### config.mk
export PLATFORM = sky130hd
export DESIGN_NAME = imem_loader
export DESIGN_NICKNAME = d
export VERILOG_FILES = /design/src/rtl/imem_loader.sv
export SDC_FILE = /design/constraint.sdc
export NUM_CORES = 1
export LEC_CHECK = 0
export CAP_MARGIN = 20
export CORE_ASPECT_RATIO = 1.25
export CORE_MARGIN = 5
export CORE_UTILIZATION = 51
export CTS_BUF_LIST = sky130_fd_sc_hd__clkbuf_2 sky130_fd_sc_hd__clkbuf_4 sky130_fd_sc_hd__clkbuf_8
export DETAILED_ROUTE_END_ITERATION = 7
export PLACE_DENSITY = 0.86
export SLEW_MARGIN = 10
export SYNTH_ARGS = -nofsm -noshare
export SYNTH_HDL_FRONTEND = slang
export SYNTH_SLANG_ARGS = --single-unit
### constraint.sdc
create_clock -name clk -period 2.9 [get_ports clk]
set_clock_uncertainty 0.15 [all_clocks]
set_input_delay 0.58 -clock clk [delete_from_list [all_inputs] [get_ports clk]]
set_output_delay 0.58 -clock clk [all_outputs]
set_load 0.02 [all_outputs]
### src/rtl/imem_loader.sv
// Byte-stream program loader for the MIPS instruction memory: length, little-endian
// words, XOR checksum. Holds the CPU in reset until a verified image is in place.
module imem_loader #(
  parameter int ADDR_W = 8
) (
  input  logic              clk,
  input  logic              rst,
  input  logic              start,
  input  logic [7:0]        in_byte,
  input  logic              in_valid,
  output logic              in_ready,
  output logic              imem_we,
  output logic [ADDR_W-1:0] imem_addr,
  output logic [31:0]       imem_wdata,
  output logic              cpu_rst,
  output logic              done,
  output logic              err
);

  localparam logic [2:0] S_IDLE  = 3'd0;
  localparam logic [2:0] S_LEN0  = 3'd1;
  localparam logic [2:0] S_LEN1  = 3'd2;
  localparam logic [2:0] S_DATA  = 3'd3;
  localparam logic [2:0] S_CSUM  = 3'd4;
  localparam logic [2:0] S_DONE  = 3'd5;
  localparam logic [2:0] S_ERROR = 3'd6;

  localparam logic [16:0] CAP = 17'(1) << ADDR_W;

  logic [2:0]        state_q, state_d;
  logic              in_ready_q, in_ready_d;
  logic              imem_we_q, imem_we_d;
  logic [ADDR_W-1:0] imem_addr_q, imem_addr_d;
  logic [31:0]       imem_wdata_q, imem_wdata_d;
  logic              cpu_rst_q, cpu_rst_d;
  logic              done_q, done_d;
  logic              err_q, err_d;
  logic [1:0]        byte_idx_q, byte_idx_d;
  logic [23:0]       shift_q, shift_d;
  logic [7:0]        csum_q, csum_d;
  logic [7:0]        len_lo_q, len_lo_d;
  logic [15:0]       words_left_q, words_left_d;
  logic              xfer;
  logic [15:0]       len_w;

  assign xfer  = in_valid & in_ready_q;
  assign len_w = {in_byte, len_lo_q};

  always_comb begin
    state_d      = state_q;
    imem_we_d    = 1'b0;
    imem_addr_d  = imem_addr_q;
    imem_wdata_d = imem_wdata_q;
    byte_idx_d   = byte_idx_q;
    shift_d      = shift_q;
    csum_d       = csum_q;
    len_lo_d     = len_lo_q;
    words_left_d = words_left_q;

    // The address advances once the strobe cycle has presented it.
    if (imem_we_q) imem_addr_d = imem_addr_q + ADDR_W'(1);

    case (state_q)
      S_IDLE, S_DONE, S_ERROR: begin
        if (start) begin
          state_d     = S_LEN0;
          csum_d      = 8'h00;
          imem_addr_d = '0;
          byte_idx_d  = 2'd0;
        end
      end
      S_LEN0: begin
        if (xfer) begin
          len_lo_d = in_byte;
          state_d  = S_LEN1;
        end
      end
      S_LEN1: begin
        if (xfer) begin
          words_left_d = len_w;
          if (len_w == 16'd0)             state_d = S_CSUM;
          else if ({1'b0, len_w} > CAP)   state_d = S_ERROR;
          else                            state_d = S_DATA;
        end
      end
      S_DATA: begin
        if (xfer) begin
          csum_d     = csum_q ^ in_byte;
          byte_idx_d = byte_idx_q + 2'd1;
          shift_d    = {in_byte, shift_q[23:8]};
          if (byte_idx_q == 2'd3) begin
            imem_we_d    = 1'b1;
            imem_wdata_d = {in_byte, shift_q};
            words_left_d = words_left_q - 16'd1;
            if (words_left_q == 16'd1) state_d = S_CSUM;
          end
        end
      end
      S_CSUM: begin
        if (xfer) state_d = (in_byte == csum_q) ? S_DONE : S_ERROR;
      end
      default: state_d = S_IDLE;
    endcase

    // Status outputs are registered copies of the next state.
    in_ready_d = (state_d == S_LEN0) || (state_d == S_LEN1) ||
                 (state_d == S_DATA) || (state_d == S_CSUM);
    cpu_rst_d  = (state_d != S_DONE);
    done_d     = (state_d == S_DONE);
    err_d      = (state_d == S_ERROR);
  end

  always_ff @(posedge clk) begin
    if (rst) begin
      state_q      <= S_IDLE;
      in_ready_q   <= 1'b0;
      imem_we_q    <= 1'b0;
      imem_addr_q  <= '0;
      imem_wdata_q <= 32'h0;
      cpu_rst_q    <= 1'b1;
      done_q       <= 1'b0;
      err_q        <= 1'b0;
      byte_idx_q   <= 2'd0;
    end else begin
      state_q      <= state_d;
      in_ready_q   <= in_ready_d;
      imem_we_q    <= imem_we_d;
      imem_addr_q  <= imem_addr_d;
      imem_wdata_q <= imem_wdata_d;
      cpu_rst_q    <= cpu_rst_d;
      done_q       <= done_d;
      err_q        <= err_d;
      byte_idx_q   <= byte_idx_d;
    end
  end

  // Datapath accumulators are cleared by start, so they need no reset.
  always_ff @(posedge clk) begin
    shift_q      <= shift_d;
    csum_q       <= csum_d;
    len_lo_q     <= len_lo_d;
    words_left_q <= words_left_d;
  end

  assign in_ready   = in_ready_q;
  assign imem_we    = imem_we_q;
  assign imem_addr  = imem_addr_q;
  assign imem_wdata = imem_wdata_q;
  assign cpu_rst    = cpu_rst_q;
  assign done       = done_q;
  assign err        = err_q;

endmodule

==> results of run 1 <==
Yosys cell counts, types with 2 or more instances:
master     n  area share
ha_1       4       0.012
a21oi_1   38       0.044
dfxtp_1   50        0.23
o21ai_0    2      0.0023
xor2_1    10       0.020
nand4_1    7       0.010
nand3_1    2      0.0023
o21a_1     2      0.0035
and2_1     2      0.0029
edfxtp_1  56        0.39
nor2b_1    4      0.0058
buf_1      2      0.0017
clkbuf_1  16       0.014
nand2_1   89       0.078
o21ai_1   18       0.021
mux2i_1    3      0.0070
nor3_1     7      0.0082
o31ai_1    2      0.0035
nor2_1    34       0.030
xnor2_1   20       0.041
nand3b_1   2      0.0035
and3_1     4      0.0058
a31oi_1    2      0.0029
or4_4      2      0.0052
nand2b_1   4      0.0058
nor4_1     5      0.0073
inv_1      2      0.0017
final cells by class:
type | instances | area (sq um)
sequential | 106 | 2680
inverter | 3 | 11.3
multi-input combinational | 278 | 1550
fill | 643 | 3010
tap | 97 | 121
clock buffer | 9 | 124
clock inverter | 7 | 53.8
timing repair buffer | 74 | 696
critical path: stages:
cell and delay (ns):
clkdlybuf4s50_1 0.42, or4_4 0.54, or4_4 0.51, a2111oi_4 0.40, nand3b_1 0.13, xor2_1 0.18
nor2_1 0.07
through the flow:
step	hold slack [ns]	power, uW	setup TNS [ns]
3_5_place_dp	0.282	2200	-0.431
4_1_cts	0.307	3010	0
6_report	0.309	2990	0
5_1_grt	0.318	3130	0
2_1_floorplan	0.276	2060	0
3_3_place_gp	0.278	2180	-0.395
sequential cells by signal, indices dropped and copies added (netlist names):
name and flops:
state_q 3, cpu_rst 1, words_left_q 16, err 1
csum_q 8, len_lo_q 8, byte_idx_q 2, imem_we 1
done 1, shift_q 24, in_ready 1, imem_addr 8
imem_wdata 32
logic make-up (layout without fill, tap and decap cells):
| group | count (synthesis) | after routing | synth area share |
|---|---|---|---|
| xor+xnor | 30 | 30 | 0.0612 |
| mux | 4 | 4 | 0.00962 |
| fa+ha+maj | 4 | 4 | 0.0117 |
| buf+inv | 21 | 93 | 0.0184 |
| simple gates | 168 | 168 | 0.176 |
| compound gates | 72 | 72 | 0.0985 |
| flops | 106 | 106 | 0.625 |
layer usage:
metal,vias to the layer above,global-route usage,part of all wire
li1,1546,-,-
met1,1516,0.217,0.40
met2,94,0.299,0.52
met4,0,0.0644,0.015
met3,13,0.0322,0.066
met5,-,0,0
power by group through the flow:
stage / combinational [uW] / sequential [uW] / clock, uW
2_1_floorplan: 312 / 1740 / 0
3_3_place_gp: 407 / 1770 / 0
3_5_place_dp: 421 / 1780 / 0
4_1_cts: 424 / 1740 / 838
5_1_grt: 462 / 1760 / 909
6_report: 428 / 1750 / 819
worst max path at each step:
stage                     end  cells after the start
2_1_floorplan  imem_wdata[10]                      7
3_3_place_gp         in_ready                      7
3_5_place_dp         in_ready                      7
4_1_cts              in_ready                      7
5_1_grt              in_ready                      7
6_report             in_ready                      7
==> results.tsv, run 1 <==
stage	metric	value	unit
min_path	hp-class	flip-flop to flip-flop	
global_route	antenna_found_initial	0	
pwr	swShare	0.273	
logic_synthesis	synth_top_flop_cell	edfxtp_1	
pwr	powerDensity	572	mW/mm^2
timing	fin_crit	2.75	ns
route	vias	3169	
route	vias_per_cell	5.52	
pwr	seq_power_share	0.584	
timing	finalMaxSlewViolations	0	
clock_tree	cts_resized	0	
finish	final_cell_mix	89 x nand2_1, 56 x edfxtp_1, 56 x clkdlybuf4s50_1, 50 x dfxtp_1, 38 x a21oi_1	
route	ant_nets	0	
clock_tree	postCtsHoldBufs	0	
floorplanning	fp.dieArea	0.0104	sq mm
placed_design	dp_cells	558	
worst_setup_path	r2r_setup_slack	0.60	ns
finish	drive_gt1_frac	0.0860	
worst_setup_path	crit_path_max_fanout	2	
clock_tree	cts_sinks	106	
placed_design	dpl_cell_area	0.00506	sq mm
logic_synthesis	synthArstFlopShare	0	
floorplanning	dieHeight	113	um
global_route	grt_first_pass_wirelength	14.4	mm
timing	fin_crit_sh	0.948	
global_route	gr-usage-all-layers	0.174	
global_route	grt_max_degree	42	
clock_tree	post_cts_buffers	0	
timing	max_freq	0.364	GHz
pwr	p_int	2180	uW
finish	final_common_cell	nand2_1	
clock_tree	htreeDepth	3	
floorplanning	core-area	0.00824	sq mm
worst_setup_path	end_kind	flip-flop	
min_path	worst_hold_path.endpoint	shift_q[7]	
clock_tree	cts.reportedPaths.clkPinSlew	0.09	ns
logic_synthesis	synth_edf_count	56	
route	first_pass_iters	4	
finish	fin_util	0.635	
timing	rsz0062_at_grt	no	
clock_tree	clock_latency	0.36	ns
placed_design	pre_cts_slack	-0.160	ns
floorplanning	placement_rows	37	
floorplanning	die_w	92.1	um
timing	setup_viol	0	
timing	layout_setup_ws	0.150	ns
worst_setup_path	reg2reg_to	in_ready	
worst_setup_path	required	2.99	ns
finish	final_nets	488	
pwr	clockPowerShare	0.273	
pwr	combinationalPowerShare	0.143	
pwr	power_switching	817	uW
timing	tightest_slew	0.688	ns
min_path	holdPathStages	0	
timing	slew_headroom	0.537	
global_route	grt_overflow	0	
floorplanning	io_pins	57	
finish	finalInstanceArea	0.00524	sq mm
logic_synthesis	avgSynthCellArea	10.6	sq um
placed_design	dpl.hpwl	6.22	mm
finish	stdcell_count	574	
logic_synthesis	netlist_area	0.00429	sq mm
clock_tree	cts_tree	built	
timing	hold_viol_final	0	
worst_setup_path	crit_arrival	2.84	ns
logic_synthesis	synth.yosys.seq_area_share	0.625	
min_path	min_from	shift_q[15]	
worst_setup_path	path_class	input pin to flip-flop	
clock_tree	cts_max_path_buffers	2	
route	drc	0	
pwr	p_leak	0.00174	uW
placed_design	portBuffers	56	
logic_synthesis	synth_nets	421	
global_route	grt_pass1_vias	3078	
finish	diodes	0	
logic_synthesis	yosys_warnings	0	
placed_design	finalWeightedCongestion	0.848	
worst_setup_path	rr_startpoint	len_lo_q[4]	
clock_tree	cts_buffers	9	
route	drt_iter0_markers	240	
worst_setup_path	cp-start-kind	input pin	
outcome	status	complete, no violations	
logic_synthesis	synthCells	405	
run	drv_cap	0	
worst_setup_path	setup.worst_path.start	in_byte[4]	
logic_synthesis	synth-seq-cells	106	
clock_tree	cts_root_buffer	clkbuf_8	
floorplanning	start_util	0.521	
route	routed_wl	8.84	mm
pwr	peakVddDrop	0.369	mV
finish	area_delta_synth_final	21.9	%
logic_synthesis	netlist-cell-type-count	43	
worst_setup_path	reg2reg_depth	6	
route	wire_per_inst	15.4	um
Power figures use the tool's default switching activity.
==> run 2: changes to the inputs <==
--- a/config.mk
+++ b/config.mk
@@ -10,6 +10,6 @@
 export CORE_MARGIN = 5
-export CORE_UTILIZATION = 51
+export CORE_UTILIZATION = 57
 export CTS_BUF_LIST = sky130_fd_sc_hd__clkbuf_2 sky130_fd_sc_hd__clkbuf_4 sky130_fd_sc_hd__clkbuf_8
 export DETAILED_ROUTE_END_ITERATION = 7
-export PLACE_DENSITY = 0.86
+export PLACE_DENSITY = 0.9
 export SLEW_MARGIN = 10
==> constraint.sdc (replaced) <==
create_clock -name clk -period 2.55 [get_ports clk]
set_clock_uncertainty 0.15 [all_clocks]
set_input_delay 0.3825 -clock clk [delete_from_list [all_inputs] [get_ports clk]]
set_output_delay 0.3825 -clock clk [all_outputs]
set_load 0.02 [all_outputs]
==> results.tsv, run 2 (synthesis gave the netlist of run 1 again) <==
stage	metric	value	unit	change
outcome	status	complete, no violations		
floorplanning	fp.dieArea	0.00938	sq mm	-9.5%
global_route	antenna_found_initial	0		unchanged
timing	hold_viol_final	0		unchanged
timing	fin_crit_sh	0.966		
clock_tree	cts_tree	built		
worst_setup_path	crit_arrival	2.57	ns	-0.27 ns
clock_tree	clock_latency	0.37	ns	about the same
timing	whs	0.310	ns	+0.00107 ns
route	first_pass_iters	5		+1
floorplanning	start_util	0.584		+0.0626
route	drc	0		unchanged
timing	tightest_slew	0.640	ns	-0.0484 ns
placed_design	portBuffers	56		unchanged
worst_setup_path	end_kind	flip-flop		
finish	largest_reg_flops	32		unchanged
route	ant_nets	0		unchanged
global_route	grt_first_pass_wirelength	15.9	mm	+10%
timing	max_freq	0.406	GHz	
pwr	peakVddDrop	0.537	mV	+45%
finish	final_common_cell	nand2_1		
clock_tree	cts_buffers	9		unchanged
route	vias	3273		+3.3%
finish	drive_gt1_frac	0.0956		+0.00968
floorplanning	dieHeight	107	um	-4.9%
clock_tree	cts_root_buffer	clkbuf_8		
placed_design	finalWeightedCongestion	0.898		+6.0%
global_route	gr-usage-all-layers	0.219		+0.0452
pwr	p_total	3570	uW	+19%
finish	diodes	0		unchanged
global_route	grt_overflow	0		unchanged
global_route	grt_pass1_vias	3278		+6.5%
clock_tree	postCtsHoldBufs	0		unchanged
timing	rsz0062_at_grt	no		
clock_tree	cts_max_path_buffers	2		unchanged
run	drv_cap	0		unchanged
pwr	p_leak	0.00177	uW	+2.2%
route	wire_per_inst	16.8	um	+9.3%
route	routed_wl	9.64	mm	+9.1%
finish	area_delta_synth_final	23.3	%	
clock_tree	cts.reportedPaths.clkPinSlew	0.11	ns	+0.02 ns
finish	nFillCells	510		-21%
floorplanning	io_pins	57		unchanged
clock_tree	htreeDepth	3		unchanged
timing	slew_headroom	0.570		+0.0325
timing	setup_viol	0		unchanged
finish	final_cell_mix	89 x nand2_1, 56 x edfxtp_1, 56 x clkdlybuf4s50_1, 50 x dfxtp_1, 38 x a21oi_1		
route	drt_iter0_markers	273		+14%
worst_setup_path	path_class	input pin to flip-flop		
timing	fin_crit	2.46	ns	
timing	finalMaxSlewViolations	0		unchanged
finish	final_nets	492		+0.82%
min_path	hp-class	flip-flop to flip-flop		
floorplanning	core-area	0.00736	sq mm	-11%
floorplanning	die_w	87.6	um	-4.8%
route	vias_per_cell	5.71		+3.5%
clock_tree	cts_sinks	106		unchanged
worst_setup_path	crit_path_max_fanout	2		unchanged
worst_setup_path	required	2.66	ns	-0.33 ns
global_route	grt_max_degree	34		-19%
pwr	powerDensity	674	mW/mm^2	+18%
worst_setup_path	cp-start-kind	input pin		
placed_design	dpl.hpwl	6.56	mm	+5.4%
clock_tree	cts_resized	0		unchanged
floorplanning	placement_rows	35		-5.4%
[run 2: cell count changes in the layout (fill, tap and decap cells not counted)]
cell        previous run  this run
clkinvlp_4             1         0
bufinv_16              0         1
buf_4                 18        22
clkinv_1               1         0
clkinv_2               1         0
clkinv_8               0         1
clkbuf_4               0         1
[run 2: cell type report]
cell class                 instances  area, sq um  area share
timing repair buffer              78          726       0.137
tap                               92          115      0.0217
multi-input combinational        278         1550       0.292
clock buffer                      10          131      0.0248
inverter                           3         11.3     0.00213
clock inverter                     6         83.8      0.0158
sequential                       106         2680       0.506
[run 2: where the power goes]
part | leakage [uW] | switching [uW] | internal (uW)
Clock | 0.000109 | 588 | 487
Sequential | 0.000915 | 96.6 | 1890
Combinational | 0.000750 | 278 | 223
Total | 0.00177 | 963 | 2600
[run 2: stage by stage]
stage | setup TNS (ns) | instances | worst slack [ns] | utilization | instance area, sq um
after floorplan | -0.00303 | 405 | -0.00303 | - | 4300
after global placement | -0.897 | 557 | -0.308 | 0.691 | 5080
after detailed placement | -0.990 | 557 | -0.341 | 0.691 | 5080
after CTS | 0 | 573 | 0.0501 | 0.720 | 5300
after global routing | 0 | 573 | 0.0387 | 0.720 | 5300
final | 0 | 573 | 0.0856 | 0.720 | 5300
[run 2: what timing repair did]
item	in CTS	in global routing
endpoints found under the setup margin	0	2
setup buffers	0	0
endpoints found under the hold margin	0	0
[run 2: layer usage]
metal	GRT usage	vias to the layer above	wire, um	share of wire
met2	0.382	140	5000	0.52
met4	0.0735	0	188	0.020
met3	0.0369	24	530	0.055
li1	-	1547	-	-
met1	0.271	1562	3930	0.41
met5	0	-	0	0
[run 2: critical path, cell delays in order]
cell and delay (ns):
clkdlybuf4s50_1 0.42, or4_4 0.57, or4_4 0.51, a2111oi_4 0.34, o211ai_1 0.16, and2_1 0.19
[run 2: final timing paths]
kind	start	endpoint	slack, ns	depth (start not counted)
max	in_byte[4]	err	0.09	6
min	shift_q[12]	shift_q[4]	0.31	0
max reg2reg	words_left_q[8]	err	0.33	5
min reg2reg	shift_q[12]	shift_q[4]	0.31	0
